`src/rtl/cla_pkg.sv`:
```
// Shared types and helpers for the pipelined carry-lookahead add/subtract unit.
// Group propagate/generate travels as one packed struct between the group cells and the lookahead.
package cla_pkg;

  typedef enum logic {
    OP_ADD = 1'b0,
    OP_SUB = 1'b1
  } cla_op_e;

  typedef struct packed {
    logic p;
    logic g;
  } grp_pg_t;

  function automatic int num_groups(input int width, input int block);
    return width / block;
  endfunction

endpackage

```
`src/rtl/cla_group.sv`:
```
// Combinational BLOCK-bit carry-lookahead group.
// Produces the local sum, group propagate/generate and the carry into the group MSB.
module cla_group
  import cla_pkg::*;
#(
  parameter int BLOCK = 4
) (
  input  logic [BLOCK-1:0] a,
  input  logic [BLOCK-1:0] b,
  input  logic             cin,
  output logic [BLOCK-1:0] sum,
  output grp_pg_t          pg,
  output logic             c_msb
);

  logic [BLOCK-1:0] p;
  logic [BLOCK-1:0] g;
  logic [BLOCK-1:0] c;
  logic             gg;

  assign p = a ^ b;
  assign g = a & b;

  always_comb begin
    c    = '0;
    c[0] = cin;
    for (int i = 1; i < BLOCK; i++) begin
      c[i] = g[i-1] | (p[i-1] & c[i-1]);
    end
  end

  // Kept apart from the carry chain so group P/G never depends on cin.
  always_comb begin
    gg = 1'b0;
    for (int i = 0; i < BLOCK; i++) begin
      gg = g[i] | (p[i] & gg);
    end
  end

  assign sum   = p ^ c;
  assign pg.p  = &p;
  assign pg.g  = gg;
  assign c_msb = c[BLOCK-1];

endmodule

```
`src/rtl/pipelined_cla_adder.sv`:
```
// Pipelined carry-lookahead add/subtract unit with valid/ready flow control.
// Each stage resolves NG/STAGES groups; low result bits and unconsumed operand bits ride forward.
module pipelined_cla_adder
  import cla_pkg::*;
#(
  parameter int WIDTH  = 16,
  parameter int BLOCK  = 4,
  parameter int STAGES = 2
) (
  input  logic             i_clk,
  input  logic             i_rst,
  input  logic             i_valid,
  output logic             o_ready,
  input  logic [WIDTH-1:0] i_add1,
  input  logic [WIDTH-1:0] i_add2,
  input  logic             i_cin,
  input  logic             i_sub,
  output logic             o_valid,
  input  logic             i_ready,
  output logic [WIDTH:0]   o_result,
  output logic             o_overflow
);

  localparam int NG  = num_groups(WIDTH, BLOCK);
  localparam int GPS = NG / STAGES;
  localparam int SW  = GPS * BLOCK;

  if (WIDTH % BLOCK != 0) begin : g_chk_block
    $error("pipelined_cla_adder: WIDTH must be a multiple of BLOCK");
  end
  if (STAGES < 1 || STAGES > NG || NG % STAGES != 0) begin : g_chk_stages
    $error("pipelined_cla_adder: STAGES must divide WIDTH/BLOCK and lie in 1..WIDTH/BLOCK");
  end

  // Handshake: a transfer happens on a rising edge where valid and ready are both high;
  // o_ready depends only on stage valids and i_ready, never on i_valid.
  logic [STAGES-1:0] vld_vec;
  logic [STAGES:0]   ld;

  always_comb begin
    ld         = '0;
    ld[STAGES] = i_ready;
    for (int k = STAGES - 1; k >= 0; k--) begin
      ld[k] = !vld_vec[k] | ld[k+1];
    end
  end

  assign o_ready = ld[0];

  // Subtraction is folded in at the entry: B is inverted and the borrow becomes carry-in,
  // so later stages only ever add and the mode need not travel further.
  cla_op_e          op;
  logic [WIDTH-1:0] b_eff;
  logic             c_eff;

  assign op    = i_sub ? OP_SUB : OP_ADD;
  assign b_eff = (op == OP_SUB) ? ~i_add2 : i_add2;
  assign c_eff = (op == OP_SUB) ? ~i_cin : i_cin;

  for (genvar s = 0; s < STAGES; s++) begin : stg
    localparam int LO = s * SW;
    localparam int HI = LO + SW;

    logic [SW-1:0]      a_cur;
    logic [SW-1:0]      b_cur;
    logic [SW-1:0]      sum_cur;
    logic               c_cur;
    logic               v_cur;
    grp_pg_t [GPS-1:0]  pg;
    logic [GPS:0]       gc;
    logic [GPS-1:0]     msb_c;
    logic [HI-1:0]      sum_nxt;
    logic               vld_q;
    logic               c_q;
    logic [HI-1:0]      sum_q;

    assign vld_vec[s] = vld_q;

    if (s == 0) begin : g_src
      assign a_cur   = i_add1[SW-1:0];
      assign b_cur   = b_eff[SW-1:0];
      assign c_cur   = c_eff;
      assign v_cur   = i_valid;
      assign sum_nxt = sum_cur;
    end else begin : g_src
      assign a_cur   = stg[s-1].g_rem.a_q[SW-1:0];
      assign b_cur   = stg[s-1].g_rem.b_q[SW-1:0];
      assign c_cur   = stg[s-1].c_q;
      assign v_cur   = vld_vec[s-1];
      assign sum_nxt = {sum_cur, stg[s-1].sum_q};
    end

    for (genvar g = 0; g < GPS; g++) begin : grp
      cla_group #(
        .BLOCK(BLOCK)
      ) u_grp (
        .a    (a_cur[g*BLOCK +: BLOCK]),
        .b    (b_cur[g*BLOCK +: BLOCK]),
        .cin  (gc[g]),
        .sum  (sum_cur[g*BLOCK +: BLOCK]),
        .pg   (pg[g]),
        .c_msb(msb_c[g])
      );
    end

    always_comb begin
      gc    = '0;
      gc[0] = c_cur;
      for (int g = 0; g < GPS; g++) begin
        gc[g+1] = pg[g].g | (pg[g].p & gc[g]);
      end
    end

    always_ff @(posedge i_clk) begin
      if (i_rst) begin
        vld_q <= 1'b0;
        c_q   <= 1'b0;
        sum_q <= '0;
      end else if (ld[s]) begin
        vld_q <= v_cur;
        c_q   <= gc[GPS];
        sum_q <= sum_nxt;
      end
    end

    if (s < STAGES - 1) begin : g_rem
      logic [WIDTH-HI-1:0] a_q;
      logic [WIDTH-HI-1:0] b_q;
      logic [WIDTH-HI-1:0] a_nxt;
      logic [WIDTH-HI-1:0] b_nxt;

      if (s == 0) begin : g_nxt
        assign a_nxt = i_add1[WIDTH-1:HI];
        assign b_nxt = b_eff[WIDTH-1:HI];
      end else begin : g_nxt
        assign a_nxt = stg[s-1].g_rem.a_q[WIDTH-LO-1:SW];
        assign b_nxt = stg[s-1].g_rem.b_q[WIDTH-LO-1:SW];
      end

      always_ff @(posedge i_clk) begin
        if (i_rst) begin
          a_q <= '0;
          b_q <= '0;
        end else if (ld[s]) begin
          a_q <= a_nxt;
          b_q <= b_nxt;
        end
      end
    end else begin : g_ovf
      logic ov_q;

      always_ff @(posedge i_clk) begin
        if (i_rst) begin
          ov_q <= 1'b0;
        end else if (ld[s]) begin
          ov_q <= msb_c[GPS-1] ^ gc[GPS];
        end
      end
    end
  end

  assign o_valid    = vld_vec[STAGES-1];
  assign o_result   = {stg[STAGES-1].c_q, stg[STAGES-1].sum_q};
  assign o_overflow = stg[STAGES-1].g_ovf.ov_q;

endmodule

```
`config.mk`:
```
export PLATFORM = sky130hd
export DESIGN_NAME = pipelined_cla_adder
export DESIGN_NICKNAME = d
export VERILOG_FILES = /design/src/rtl/cla_pkg.sv /design/src/rtl/cla_group.sv /design/src/rtl/pipelined_cla_adder.sv
export SDC_FILE = /design/constraint.sdc
export NUM_CORES = 1
export LEC_CHECK = 0
export CAP_MARGIN = 20
export CORE_MARGIN = 2
export CORE_UTILIZATION = 45
export CTS_CLUSTER_DIAMETER = 120
export CTS_CLUSTER_SIZE = 40
export DETAILED_ROUTE_END_ITERATION = 8
export PLACE_DENSITY = 0.76
export SETUP_SLACK_MARGIN = 0.02
export SYNTH_ARGS = -nofsm -noshare
export SYNTH_HDL_FRONTEND = slang
export SYNTH_SLANG_ARGS = --single-unit
```
`constraint.sdc`:
```
create_clock -name i_clk -period 3.1 [get_ports i_clk]
set_input_delay 0.31 -clock i_clk [delete_from_list [all_inputs] [get_ports i_clk]]
set_output_delay 0.31 -clock i_clk [all_outputs]
set_load 0.005 [all_outputs]
```
==> summary by stage <==
Clock network
For this design, the sink count on the clock tree is 45. Counting along the longest clock path gives a buffer depth of 2. The tree is rooted in a clkbuf_8. In this run, CTS created clock tree buffers numbering 5. The clock slew seen by the registers of the worst setup and hold paths is 0.08 ns.

Clock latency on the worst-skew pair, taken at its later pin, is 0.29 ns. The depth of the CTS H-tree is 2. The CTS tree is built. The number of setup buffers added after CTS is 0.

Run status
The run finished with clean final reports.

Global routing
The global router's overall resource usage is 0.166. The number of global-route vias before repair came to about 1.8k. The largest net degree at the start of global routing is 37. The residual overflow from global routing is 0. The initial antenna violation count is 0. The first global-routing pass estimated approximately 8200 um of wire.

Floorplan
The floorplan die height is 78.3 um. The number of top-level pins is 58. The area inside the core boundary is 5410 um2. The die outline area is 6130 um2. The floorplan step set the die width to 78.3 um. The effective utilization at floorplan is 0.459.

The number of placement rows is 27.

Placed design
The placed cell count is 396. Timing analysis after detailed placement gives a worst setup slack of -0.318 ns. The final weighted congestion in routability-driven placement is 0.849.

The number of port buffers is 57. The detailed placement HPWL is 3760 um.

Critical path
STA puts the critical path data required time at between 3 and 4 ns. The kind of launch point of the worst setup path is an input pin. The biggest fanout along the worst timing path is 2.

The kind of critical path is in2reg. For the worst setup path, the data arrival time is 3.16 ns. The kind of capture point of the worst setup path is a flip-flop.

Yosys
The share of the yosys chip area belonging to registers is 0.363. The total nets after synthesis is 344. The summed instance area of the synthesized netlist is 2480 um2. The cell taking the most area after synthesis is dfxtp_1. The share of Yosys cell area claimed by the top area cell type is 0.363. The top flip-flop cell by instance count after synthesis is dfxtp_1. Sorting the synthesized cells by area gives the leading types as dfxtp_1 (36%), fa_1 (9.7%), ha_1 (8.1%), nand2_1 (7.3%), a21oi_1 (6.0%).

The count of warnings emitted by yosys is 0. Synthesis inferred between 40 and 50 register bits. The synthesized design contains 0 enable-type register cells. The number of distinct library cells after synthesis is 36. The share of flip-flops with an asynchronous set or reset is 0. The number of standard cells after synthesis is 278.

A synthesized cell averages 8.93 um2.

Route
The number of optimization iterations in the first detailed-route pass is 4. The post-detailed-route via-to-cell ratio is ~4.8. After detailed routing, the total wire length is 4840 um. Detailed routing inserted a total of 1,934 vias.

In the routed design, unresolved DRC markers number 0. The average wire per standard cell is 12.0 um. The number of violations reported at the end of detailed-routing iteration 0 is 83.

The remaining antenna violation count is 0.

STA
On the final layout, the worst clock skew is 0.00519 ns. Headroom to the max-slew limit came out at 0.499. The final-layout worst hold slack is 0.453 ns.

Based on the critical path, the design can be clocked at up to approximately 340 MHz. In the final timing run, aggregate negative setup slack is 0 ns. The number of endpoints failing setup at the final stage is 0.

The max-slew violation count is 0. The final setup slack of the worst path is ~0.16 ns. In the finished design, the share of the clock period the worst path needs comes to 0.947. The hold violation total from the final report is 0. The measured slew at the worst slew-check pin is 0.751 ns. Counting I/O delays and the setup requirement, the final critical path takes approximately 2.9 ns. Setup repair after global routing could not meet its margin everywhere.

Layout
The library cells used most frequently in the layout, excluding fill and tap cells, are clkdlybuf4s50_1 (55), nand2_1 (48), dfxtp_1 (45). The net total in the final layout is 397. The area added between synthesis and finish is 29.1%. Excluding fillers, the count of instances in the completed layout stands at just over 400. 0 antenna diodes ended up in the layout. The share of post-route cells with drive strength above 1 is 0.0753. The leading cell type in the layout, fill and taps excluded is clkdlybuf4s50_1.

Power and ir drop
Overall power consumption after layout is estimated at about 1.5 mW. The peak ir drop on the vdd network is 219 uV. Summed over all cells, the static leakage comes to 1.37 nW.

For this design the ratio of total power to cell area is 469 nW/um2.

Flow run
Max-cap violations in this run came to 0.

Hold path
The min-delay analysis places its worst path in the category reg2reg.
per-layer routing:
layer	global-route usage	wire, um
met5	0	0
met1	0.224	2330
met2	0.263	2170
met3	0.0333	250
met4	0.0649	80
per-stage QoR:
step | area [um2] | util
after floorplan | 2480 | -
after global placement | 3080 | 0.570
after detailed placement | 3080 | 0.570
after CTS | 3190 | 0.591
after global routing | 3210 | 0.593
final | 3210 | 0.593
cells by family after synthesis:
| kind of cell | count (synthesis) | synth area share |
|---|---|---|
| flops | 45 | 0.363 |
| xor+xnor | 21 | 0.0771 |
| simple gates | 90 | 0.150 |
| compound gates | 59 | 0.163 |
| buf+inv | 35 | 0.0701 |
| fa+ha+maj | 28 | 0.177 |
area by class of cell:
type / instances / area, um2
Inverter: 18 / 70.1
Multi-Input combinational cell: 198 / 1420
Clock buffer: 7 / 86.3
Timing Repair Buffer: 63 / 609
Clock inverter: 1 / 30.0
Tap cell: 72 / 90.1
Fill cell: 492 / 2200
Sequential cell: 45 / 901
power breakdown:
part	switching, mW	internal (mW)	total (mW)	leakage (nW)
registers	0.0400	0.642	0.682	0.373
logic	0.162	0.211	0.373	0.942
clock network	0.185	0.263	0.448	0.0585
repair_timing:
item / in CTS / in global routing
hold buffers: 0 / 0
setup endpoints to repair: 1 / 2
resized for setup: 1 / 2
hold endpoints to repair: 0 / 0
state kept, by name, indices dropped and copies added (netlist names):
name and flops:
o_overflow 1, o_valid 1, stg.c_q 2, stg.g_rem.a_q 8, stg.g_rem.b_q 8, stg.sum_q 24
stg.vld_q 1
synthesized netlist by cell type (5+ instances only):
cell,n
dfxtp_1,45
a211oi_2,6
fa_1,12
nor2_1,27
inv_1,17
xor2_1,9
a21oi_1,30
ha_1,16
buf_4,5
xnor2_1,11
a211oi_1,12
buf_2,5
nand2_1,48
critical path, cell delays in order:
cell and delay, ns:
clkdlybuf4s50_1 0.42, xor2_1 0.16, ha_1 0.31, a21oi_1 0.09, o22ai_2 0.17, o21a_1 0.14, nor2_1 0.05, fa_1 0.38
fa_1 0.39, fa_1 0.38, xnor2_1 0.15, nand2_1 0.07, a21oi_1 0.14
worst paths after layout:
| check | slack [ns] | cells past startpoint | endpoint | from |
|---|---|---|---|---|
| hold reg to reg | 0.45 | 2 | stg[1].sum_q[1]$_SDFFE_PP0P_ | stg[1].sum_q[1]$_SDFFE_PP0P_ |
| setup reg to reg | 0.23 | 11 | o_overflow$_SDFFE_PP0P_ | stg[0].g_rem.a_q[0]$_SDFFE_PP0P_ |
| setup / recovery | 0.16 | 13 | stg[0].sum_q[7]$_SDFFE_PP0P_ | i_add2[1] |
| hold / removal | 0.45 | 2 | stg[1].sum_q[1]$_SDFFE_PP0P_ | stg[1].sum_q[1]$_SDFFE_PP0P_ |
Power figures use the tool's default switching activity.
